File: config.mk
export PLATFORM = sky130hd
export DESIGN_NAME = cacheline_adaptor
export DESIGN_NICKNAME = d
export VERILOG_FILES = /design/src/rtl/cacheline_adaptor.sv
export SDC_FILE = /design/constraint.sdc
export NUM_CORES = 1
export LEC_CHECK = 0
export CAP_MARGIN = 20
export CORE_AREA = 4 4 274 276
export DETAILED_ROUTE_END_ITERATION = 10
export DIE_AREA = 0 0 278 280
export PLACE_DENSITY = 0.66
export SYNTH_ARGS = -nofsm -noshare
export SYNTH_HDL_FRONTEND = slang
export SYNTH_SLANG_ARGS = --single-unit
File: constraint.sdc
create_clock -name clk -period 2.2 [get_ports clk]
set_clock_uncertainty 0.05 [all_clocks]
set_input_delay 0.44 -clock clk [delete_from_list [all_inputs] [get_ports clk]]
set_output_delay 0.44 -clock clk [all_outputs]
set_load 0.05 [all_outputs]
File: src/rtl/cacheline_adaptor.sv
// rtl/cacheline_adaptor.sv - cache line <-> memory burst adaptor (line fill and write-back)
module cacheline_adaptor #(
  parameter int LINE_W  = 256,
  parameter int BURST_W = 64
) (
  input  logic               clk,
  input  logic               rst_n,
  input  logic [31:0]        address_i,
  input  logic [LINE_W-1:0]  line_i,
  input  logic               read_i,
  input  logic               write_i,
  output logic [LINE_W-1:0]  line_o,
  output logic               resp_o,
  output logic [31:0]        address_o,
  input  logic [BURST_W-1:0] burst_i,
  output logic [BURST_W-1:0] burst_o,
  output logic               read_o,
  output logic               write_o,
  input  logic               resp_i
);

  localparam int BEATS = LINE_W / BURST_W;
  localparam int CNT_W = (BEATS > 1) ? $clog2(BEATS) : 1;
  localparam logic [CNT_W-1:0] LAST_BEAT = CNT_W'(BEATS - 1);

  typedef enum logic [1:0] {IDLE, READ, WRITE, DONE} state_t;

  state_t            r_state;
  state_t            w_next;
  logic [CNT_W-1:0]  r_cnt;
  logic [31:0]       r_addr;
  logic [LINE_W-1:0] r_line;
  logic [LINE_W-1:0] r_wline;
  logic              w_last_beat;
  logic              w_unused_addr_lsbs;

  // Addresses are line-aligned on 32-byte boundaries; the low bits are dropped.
  assign w_unused_addr_lsbs = ^address_i[4:0];
  assign w_last_beat        = resp_i && (r_cnt == LAST_BEAT);

  always_ff @(posedge clk or negedge rst_n) begin
    if (!rst_n) r_state <= IDLE;
    else        r_state <= w_next;
  end

  always_comb begin
    w_next = r_state;
    case (r_state)
      IDLE: begin
        if (read_i)       w_next = READ;
        else if (write_i) w_next = WRITE;
      end
      READ:    if (w_last_beat) w_next = DONE;
      WRITE:   if (w_last_beat) w_next = DONE;
      DONE:    w_next = IDLE;
      default: w_next = IDLE;
    endcase
  end

  always_comb begin
    read_o  = 1'b0;
    write_o = 1'b0;
    resp_o  = 1'b0;
    case (r_state)
      READ:    read_o  = 1'b1;
      WRITE:   write_o = 1'b1;
      DONE:    resp_o  = 1'b1;
      default: ;
    endcase
  end

  // Beat counter, latched request and line storage; stalls (resp_i=0) hold everything.
  always_ff @(posedge clk or negedge rst_n) begin
    if (!rst_n) begin
      r_cnt   <= '0;
      r_addr  <= '0;
      r_line  <= '0;
      r_wline <= '0;
    end else begin
      case (r_state)
        IDLE: begin
          if (read_i || write_i) begin
            r_addr <= {address_i[31:5], 5'b0};
            r_cnt  <= '0;
            if (!read_i) r_wline <= line_i;
          end
        end
        READ: begin
          if (resp_i) begin
            r_cnt <= w_last_beat ? '0 : r_cnt + 1'b1;
            for (int b = 0; b < BEATS; b++) begin
              if (r_cnt == CNT_W'(b)) r_line[b*BURST_W +: BURST_W] <= burst_i;
            end
          end
        end
        WRITE: begin
          if (resp_i) r_cnt <= w_last_beat ? '0 : r_cnt + 1'b1;
        end
        default: ;
      endcase
    end
  end

  always_comb begin
    burst_o = '0;
    for (int b = 0; b < BEATS; b++) begin
      if (r_cnt == CNT_W'(b)) burst_o = r_wline[b*BURST_W +: BURST_W];
    end
  end

  assign line_o    = r_line;
  assign address_o = r_addr;

endmodule

### After elaboration in Yosys (flattened, before gate mapping)

Index checks and enable logic that the tools add are counted.

| operators by class | value |
|---|---|
| reductions and logical operators | 14 |
| mux-type cells | 15 |
| add/sub/neg operators | 1 |
| eq/ne operators | 10 |
| bitwise gates (word level) | 1 |

Operator list:

| cell | count |
|---|---|
| 2-to-1 mux 64 bit | 4 |
| AND reduction 3 bit | 6 |
| 2-to-1 mux 2 bit | 6 |
| equality test 2 bit (second input constant) | 4 |
| one-hot mux 2 bit (3 select lines) | 1 |
| equality test 2 x 1 -> 1 bit (second input constant) | 2 |
| logical NOT 2 bit | 2 |
| != test 2 x 1 -> 1 bit (second input constant) | 2 |
| one-hot mux 2 bit (2 select lines) | 1 |
| AND reduction 2 bit | 2 |
| 2-to-1 mux 1 bit | 3 |
| != test 3 bit (second input constant) | 1 |
| adder 2 x 1 -> 2 bit (second input constant) | 1 |
| != test 2 bit (second input constant) | 1 |
| nonzero test 2 bit | 1 |
| OR reduction 2 bit | 1 |
| logical AND 1 bit | 1 |
| logical OR 1 bit | 1 |
| inverter 1 bit | 1 |

| storage, ports and cells | value |
|---|---|
| flip-flop bits (word level) | 543 |
| word-level logic and storage cells | 49 |
| input bits | 357 |
| output and inout bits | 355 |

### Depth between registers and ports, before layout

Gate-level depths: netlist of the first run.

| depth | value |
|---|---|
| depth after elaboration | 5 |
| gate-level depth with buffers | 7 |
| depth with buffers taken out | 5 |

### Worst setup path before layout of the first run

No wires, ideal clock.

| timing | value |
|---|---|
| path type | register to output |
| start point | register r_cnt[0] |
| end point | output port burst_o[33] |
| slack | -758 ps |
| data required time | 1,710 ps |
| buffers on the path | 2 |
| cell stages (with the launch flop) | 7 |
| arrival time | 2,468 ps |
| path through | dfrtp_1 > inv_1 > ha_1 > clkbuf_1 > clkbuf_1 > a221oi_1 > o31ai_1 |

| on the way | value |
|---|---|
| word-level cells in the longest chain between the ends | 5 |
| elaborated cells on any way between the ends | 8 |
| those cells by class | eq/ne: 3; mux: 4; reduce/logical: 1 |

RTL lines:

| element | line | text |
|---|---|---|
| start, declared | 30 | `logic [CNT_W-1:0] r_cnt;` |
| start signal, assigned | 90 | `r_cnt <= w_last_beat ? '0 : r_cnt + 1'b1;` |
| start signal, assigned | 97 | `if (resp_i) r_cnt <= w_last_beat ? '0 : r_cnt + 1'b1;` |
| logical NOT 2 bit | 107 | `if (r_cnt == CNT_W'(b)) burst_o = r_wline[b*BURST_W +: BURST_W];` |
| 2-to-1 mux 64 bit (3 in a row) | 107 |  |
| 2-to-1 mux 64 bit (*) | 107 |  |
| end, declared | 16 | `output logic [BURST_W-1:0] burst_o,` |

Every way passes the cells marked *; elsewhere a longest branch is shown, timed or not.

### Worst setup path after layout of the first run

Ends and elaborated chain as after synthesis.

==> reports/results.md, run 1 <==
| Quantity | This run |
|:---|:---|
| Number of detailed-routing iterations run before antenna repair | 4 |
| Num rows | 99 |
| Synth warnings | 0 |
| Worst slew slack as a fraction of its limit | 60.4% |
| Register bit count reported by yosys | 543 |
| Tightest Hold Check Type | input port to async pin |
| Met2 Wirelength | 40,100 um |
| Clk root buf | sky130_fd_sc_hd__clkbuf_16 |
| Number of cells in the finished layout apart from fillers | 3,327 |
| Starting density of the core | 30.8% |
| Fraction of layout cells with a size suffix above 1 | 42.9% |
| Endpoint required time on the critical path | 1710 ps |
| Post-DR vias/cell | 4.77 |
| FF-to-FF End | line_o[220]$_DFFE_PN0P_ |
| Start point of the critical path | r_cnt[0]$_DFFE_PN0P_ |
| Violated checks | negative setup slack |
| Power per Cell Area | 1910 nW/um2 |
| NetSw | 30,700 uW |
| Uppermost routed layer | met5 |
| Layout net count | 2,663 |
| Critical R2R Launch | r_cnt[0]$_DFFE_PN0P_ |
| Syn Std Cell Area | 22,400 um2 |
| Switching power share of the total | 44.2% |
| Cts bufs inserted | 59 |
| Worst Reg2Reg Path Length in Cells | 7 |
| Clock power frac | 14.9% |
| Hold Fails Final Rpt | 0 |
| Worst IR drop on VDD | 1200 uV |
| Detailed placement HPWL | 56,700 um |
| Die Wd | 278 um |
| Post-route DRC | 0 |
| Overall Power | 69,500 uW |
| Portion of total power attributed to combinational logic | 59.2% |
| Placeable core region | 72,600 um2 |
| Wire length per cell after detailed routing | 23.4 um |
| Result of the run | finished, violations left |
| Maximum clock frequency | 330 MHz |
| Full die area | 77,800 um2 |
| Share of synthesized area occupied by flip-flops and latches | 60.8% |
| Number of maximum-capacitance violations | 0 |
| Number of placed instances, taps included | 3,170 |
| Antenna violations before repair | 29 |
| Kind of launch point of the worst setup path | flip-flop |
| Overall via count from detail_route | 15,900 |
| Unique masters post-synth | 26 |
| Vias in the first global route | 17,600 |
| Number of slew-limit violations in the final report | 0 |
| Chip Height | 280 um |
| Count of pins on the block boundary | 712 |
| Met1 WL | 30,300 um |
| DRT iter0 DRCs | 607 |
| Static leakage power | 0.0164 uW |
| GRT Total Usage | 19.1% |
| Largest net degree at the start of global routing | 83 |
| Fill count | 6,220 |
| H-tree levels | 2 |
| Total length of routed wires | 77,900 um |
| Endpoint of the worst setup timing path | burst_o[33] |
| Worst path setup slack after routing | -831 ps |
| Internal Power | 38,800 uW |
| Port Buffer Count | 701 |
| Critical Path Sink Type | output pin |
| Final worst-path cycle share | 138% |
| RePlAce Congestion | 0.857 |
| Clock-pin transition on the worst setup and hold timing paths | 60 ps |
| Count of mapped cells out of synthesis | 1,482 |
| Global-route wire length before repair | 114,000 um |
| Worst-skew pair later-pin latency | 600 ps |
| Sequential Power Share | 25.9% |
| Final critical-path required period | 3030 ps |
| GRT Residual Overflow | 0 |
| Critical path data arrival time | 2540 ps |
| Growth of design area from synthesis to finish | 62.7% |
| Syn_area_per_cell | 15.1 um2 |
| Pin slew with the least headroom to its limit | 596 ps |
| CTS Sinks | 543 |
| Routed wl met3 | 4090 um |
| Setup repair after global routing missed its margin | yes |
| Clock tree from TritonCTS | built |
| Post-detailed-route count of antenna-violating nets | 0 |
| Buffer levels on the longest clock path | 3 |
| Start-to-end type of the worst setup path | flip-flop to output pin |
| Final setup violation count | 64 |
| Top fanout value on the critical path | 6 |
| Reg2Reg Setup Slack | 100 ps |
==> area by class of cell <==
type | instances | area [um2] | share of cell area (%)
Sequential cell | 543 | 13600 | 37.4
Multi-Input combinational cell | 834 | 9960 | 27.4
Timing Repair Buffer | 853 | 9480 | 26.1
Clock buffer | 86 | 1750 | 4.81
Tap cell | 959 | 1200 | 3.30
Clock inverter | 26 | 310 | 0.853
Antenna cell | 20 | 50.0 | 0.138
Inverter | 6 | 22.5 | 0.0619
==> Yosys cell counts, drive strengths merged <==
library cell | n | area [um2]
a21oi | 3 | 15.0
a221oi | 63 | 552
a22o | 1 | 8.76
buf | 75 | 596
clkbuf | 28 | 105
conb | 1 | 3.75
dfrtp | 543 | 13600
ha | 9 | 113
inv | 6 | 22.5
mux2 | 539 | 6070
mux2i | 3 | 30.0
nand2 | 67 | 251
nand3 | 5 | 45.0
nand3b | 1 | 7.51
nand4 | 1 | 6.26
nor2b | 65 | 407
nor3b | 1 | 7.51
o211ai | 1 | 7.51
o21ai | 5 | 28.8
o31ai | 64 | 480
or2 | 1 | 6.26
==> per-layer routing <==
metal | track usage, % | vias to the layer above
li1 | - | 7040
met1 | 22.7 | 8181
met2 | 33.2 | 458
met3 | 4.44 | 174
met4 | 8.50 | 10
met5 | 0 | -
==> per-stage QoR <==
| stage | cell area, um2 | setup TNS (ps) | hold slack (ps) | utilization (%) | setup slack (ps) |
|---|---|---|---|---|---|
| final | 36400 | -46530 | 318 | 50.1 | -831 |
| after global routing | 36400 | -53910 | 310 | 50.1 | -951 |
| after CTS | 35700 | -50900 | 300 | 49.2 | -887 |
| after detailed placement | 32900 | -11780 | 316 | 45.4 | -317 |
| after global placement | 32900 | -11160 | 315 | 45.4 | -310 |
| after floorplan | 23300 | -347 | 94.4 | - | -14.5 |
==> worst min-delay path by stage <==
stage | end | startpoint
finish | r_wline[254]$_DFFE_PN0P_ | rst_n
global route | r_wline[254]$_DFFE_PN0P_ | rst_n
CTS | r_wline[254]$_DFFE_PN0P_ | rst_n
detailed placement | r_wline[250]$_DFFE_PN0P_ | rst_n
global placement | r_wline[251]$_DFFE_PN0P_ | rst_n
floorplan | address_o[10]$_DFFE_PN0P_ | rst_n
==> state kept, by name, indices dropped and copies added, names as in the netlist <==
name	flops
r_state	2
line_o	256
r_wline	256
r_cnt	2
address_o	27
==> power by group through the flow <==
stage	Sequential, uW	Combinational, uW	Clock [uW]
CTS	17700	40300	10700
finish	18000	41200	10400
global route	18500	42800	11100
detailed placement	17500	39600	0
global placement	17300	39100	0
floorplan	25000	15300	0
==> worst max-delay path: stages (launching register included) <==
cell and delay [ps]:
sky130_fd_sc_hd__dfrtp_1 400, sky130_fd_sc_hd__buf_6 130, sky130_fd_sc_hd__ha_4 170, sky130_fd_sc_hd__nor2b_4 130, sky130_fd_sc_hd__buf_12 130, sky130_fd_sc_hd__buf_8 120, sky130_fd_sc_hd__buf_16 130, sky130_fd_sc_hd__buf_4 120
sky130_fd_sc_hd__a221oi_1 60, sky130_fd_sc_hd__buf_4 160, sky130_fd_sc_hd__o31ai_4 210, sky130_fd_sc_hd__buf_12 170
==> kinds of logic after synthesis <==
kind of cell    Yosys count  synth area share [%]
flops                   543                  60.8
mux                     542                  27.3
simple gates            141                  3.27
compound gates          137                  4.89
buf+inv                 109                  3.24
fa+ha+maj                 9                 0.504
other cells               1                0.0168
==> cell usage in the layout, fill, tap and decap left out, types with 7 or more instances in the layout <==
master                            netlist  routed
sky130_fd_sc_hd__dlygate4sd2_1          0     271
sky130_fd_sc_hd__a221oi_2               0      17
sky130_fd_sc_hd__nor2b_4                0      10
sky130_fd_sc_hd__a221oi_4               0      44
sky130_fd_sc_hd__dfrtp_1              543     543
sky130_fd_sc_hd__buf_4                 28      73
sky130_fd_sc_hd__o31ai_4                0      63
sky130_fd_sc_hd__mux2_1                11      11
sky130_fd_sc_hd__clkdlybuf4s50_1        0     350
sky130_fd_sc_hd__diode_2                0      20
sky130_fd_sc_hd__buf_6                 24      15
sky130_fd_sc_hd__mux2_2               528     528
sky130_fd_sc_hd__clkbuf_1              28      11
sky130_fd_sc_hd__nor2b_1               65      54
sky130_fd_sc_hd__nand2_1               67      67
sky130_fd_sc_hd__buf_16                 0       7
sky130_fd_sc_hd__buf_8                  0      13
sky130_fd_sc_hd__clkbuf_8               0      15
sky130_fd_sc_hd__clkbuf_16              0      65
sky130_fd_sc_hd__clkinv_2               0      13
sky130_fd_sc_hd__buf_12                 0     118
==> repair_timing <==
action,in CTS,in global routing
pin swaps,51,27
hold buffers,1,0
setup endpoints to repair,335,130
resized for setup,391,66
endpoints found under the hold margin,36,0
cloned,7,6
setup buffers,30,16
Note: power is estimated with default switching activity, not from simulation.
==> inputs of run 2 (changes only) <==
--- a/config.mk
+++ b/config.mk
@@ -10,6 +10,8 @@
 export DETAILED_ROUTE_END_ITERATION = 10
 export DIE_AREA = 0 0 278 280
 export PLACE_DENSITY = 0.66
+export SLEW_MARGIN = 10
 export SYNTH_ARGS = -nofsm -noshare
 export SYNTH_HDL_FRONTEND = slang
 export SYNTH_SLANG_ARGS = --single-unit
+export TNS_END_PERCENT = 30
==> run 2 against run 1 <==
  * The flow still finishes with violations (negative setup slack)
  * Global-route usage down 0.24 points
  * Utilization up 0.20 points
  * Final cell count down 0.57%
  * Worst setup slack better by 73 ps
  * Worst hold slack worse by 37 ps
  * Via count up 0.50%
  * Non-clock buffer count down 10
  * Sequential share of layout area down 0.15 points
  * Critical path type unchanged
  * Largest cell class unchanged
==> reports/results.md, run 2 (synthesis gave the netlist of run 1 again) <==
| Quantity | This run | vs previous |
|:---|:---|:---|
| Fill count | 6,142 | was 6,220 |
| Overall Power | 69,100 uW | was 69,500 uW |
| Static leakage power | 0.0179 uW | was 0.0164 uW |
| Cts bufs inserted | 59 | unchanged |
| H-tree levels | 2 | unchanged |
| Tightest Hold Check Type | input port to async pin | unchanged |
| Count of pins on the block boundary | 712 | unchanged |
| Post-detailed-route count of antenna-violating nets | 0 | unchanged |
| Setup repair after global routing missed its margin | yes | unchanged |
| Start-to-end type of the worst setup path | flip-flop to output pin | unchanged |
| Result of the run | finished, violations left | unchanged |
| Pin slew with the least headroom to its limit | 590 ps | was 596 ps |
| Most used cells in the layout excluding fill and tap cells | 543 x sky130_fd_sc_hd__dfrtp_1, 528 x sky130_fd_sc_hd__mux2_2, 350 x sky130_fd_sc_hd__clkdlybuf4s50_1 | unchanged |
| Final worst-path cycle share | 134% | was 138% |
| Overall via count from detail_route | 15,900 | about the same |
| Most frequent standard cell in the layout excluding fill and tap cells | sky130_fd_sc_hd__dfrtp_1 | unchanged |
| Worst Path Buf+Inv | 5 | was 7 |
| Port Buffer Count | 701 | unchanged |
| Post-DR vias/cell | 4.82 | was 4.77 |
| Kind of cell with the highest combined delay on the critical path | buffers and inverters | unchanged |
| Full die area | 77,800 um2 | unchanged |
| Number of placed instances, taps included | 3,173 | was 3,170 |
| Final setup violation count | 64 | unchanged |
| Placeable core region | 72,600 um2 | unchanged |
| Post-route DRC | 0 | unchanged |
| Wire length per cell after detailed routing | 23.9 um | was 23.4 um |
| Power per Cell Area | 1890 nW/um2 | was 1910 nW/um2 |
| Layout net count | 2,653 | was 2,663 |
| Worst path setup slack after routing | -758 ps | was -831 ps |
| Number of maximum-capacitance violations | 0 | unchanged |
| Clk root buf | sky130_fd_sc_hd__clkbuf_16 | unchanged |
| Combined flip-flop and latch cell area | 13,600 um2 | unchanged |
| Cells along the critical path | buf_6 > ha_4 > nor2b_4 > buf_6 > clkbuf_16 > buf_12 > a221oi_4 > o31ai_4 > buf_12 | was buf_6 > ha_4 > nor2b_4 > buf_12 > buf_8 > buf_16 > buf_4 > a221oi_1 > buf_4 > o31ai_4 > buf_12 |
| Hold Fails Final Rpt | 0 | unchanged |
| Antenna violations before repair | 23 | was 29 |
| Violated checks | negative setup slack | unchanged |
| RePlAce Congestion | 0.826 | was 0.857 |
| DRT iter0 DRCs | 630 | was 607 |
| Largest net degree at the start of global routing | 66 | was 83 |
| GRT Total Usage | 18.8% | was 19.1% |
| Vias in the first global route | 17,700 | was 17,600 |
| Endpoint required time on the critical path | 1710 ps | about the same |
| Maximum clock frequency | 338 MHz | was 330 MHz |
| CTS Sinks | 543 | unchanged |
| Accumulated negative setup slack | -42,430 ps | was -46,530 ps |
| Final critical-path required period | 2960 ps | was 3030 ps |
| Die Wd | 278 um | unchanged |
| Critical Path Sink Type | output pin | unchanged |
| Fraction of layout cells with a size suffix above 1 | 44.2% | was 42.9% |
| Multi-input gate area in the final layout | 9690 um2 | was 9960 um2 |
| Number of cells in the finished layout apart from fillers | 3,308 | was 3,327 |
| Number of detailed-routing iterations run before antenna repair | 4 | unchanged |
| Total length of routed wires | 78,900 um | was 77,900 um |
| Global-route wire length before repair | 113,000 um | was 114,000 um |
| Buffer levels on the longest clock path | 3 | unchanged |
| Kind of launch point of the worst setup path | flip-flop | unchanged |
| Critical path data arrival time | 2470 ps | was 2540 ps |
| Chip Height | 280 um | unchanged |
| Top fanout value on the critical path | 8 | was 6 |
| Starting density of the core | 30.8% | unchanged |
| Growth of design area from synthesis to finish | 63.3% | was 62.7% |
| Slowest Stage Delay on Critical Path | 420 ps | was 400 ps |
| Worst slew slack as a fraction of its limit | 60.8% | was 60.4% |
| Detailed placement HPWL | 57,000 um | was 56,700 um |
| Clock-pin transition on the worst setup and hold timing paths | 60 ps | about the same |
| GRT Residual Overflow | 0 | unchanged |
| Worst-skew pair later-pin latency | 610 ps | was 600 ps |
| Num rows | 99 | unchanged |
| Clock tree from TritonCTS | built | unchanged |
| Worst IR drop on VDD | 1450 uV | was 1200 uV |
| Number of slew-limit violations in the final report | 0 | unchanged |
| Slowest stage cell on the critical path | sky130_fd_sc_hd__dfrtp_1 | unchanged |
-- run 2: area by class of cell --
type	count	area share (%)
Antenna cell	18	0.123
Clock buffer	77	4.53
Clock inverter	28	1.16
Inverter	6	0.0617
Multi-Input combinational cell	834	26.6
Sequential cell	543	37.2
Tap cell	959	3.29
Timing Repair Buffer	843	27.1
-- run 2: what timing repair did --
action                                 CTS  global route
hold buffers                             1             0
setup buffers                            2            19
setup endpoints to repair              312           253
gates resized for setup                117           285
endpoints found under the hold margin   38             0
cloned                                   2            12
pin swaps                               28            42
-- run 2: where the power goes --
part | internal [uW] | switching [uW] | total, uW
Clock | 6350 | 4190 | 10500
Combinational | 17800 | 22900 | 40800
Sequential | 14800 | 3000 | 17800
-- run 2: worst paths after layout --
kind | depth (start not counted) | from | to | slack, ps
setup / recovery | 9 | r_cnt[0]$_DFFE_PN0P_ | burst_o[57] | -760
hold / removal | 2 | rst_n | r_wline[156]$_DFFE_PN0P_ | 280
setup reg to reg | 8 | r_cnt[0]$_DFFE_PN0P_ | line_o[178]$_DFFE_PN0P_ | 50
hold reg to reg | 1 | line_o[224]$_DFFE_PN0P_ | line_o[224]$_DFFE_PN0P_ | 440
max in group asynchronous | 4 | rst_n | r_wline[160]$_DFFE_PN0P_ | 860
min in group clk | 2 | line_i[53] | r_wline[53]$_DFFE_PN0P_ | 380
-- run 2: layer usage --
metal	vias to the layer above	GRT usage [%]	wire length [um]	share of wire (%)
li1	7016	-	-	-
met4	10	7.20	2920	3.7
met5	-	0	62	0.079
met3	154	6.60	6240	7.9
met1	8198	21.7	29500	37
met2	565	32.4	40200	51
-- run 2: through the flow --
stage                     setup slack [ps]  area (um2)  hold slack, ps  util [%]
after detailed placement              -161       32900             309      45.3
after global routing                  -851       36500             277      50.3
after floorplan                      -14.5       23300            94.4         -
final                                 -758       36500             281      50.3
after global placement                -147       32900             303      45.3
after CTS                             -810       35200             229      48.4
-- run 2: worst register-to-register path, cell delays in order, from the launching register on --
cell and delay (ps):
sky130_fd_sc_hd__dfrtp_1 400, sky130_fd_sc_hd__inv_2 90, sky130_fd_sc_hd__buf_6 130, sky130_fd_sc_hd__ha_4 170, sky130_fd_sc_hd__buf_6 140, sky130_fd_sc_hd__clkbuf_16 200
sky130_fd_sc_hd__nand3_4 180, sky130_fd_sc_hd__buf_16 250, sky130_fd_sc_hd__mux2_2 440
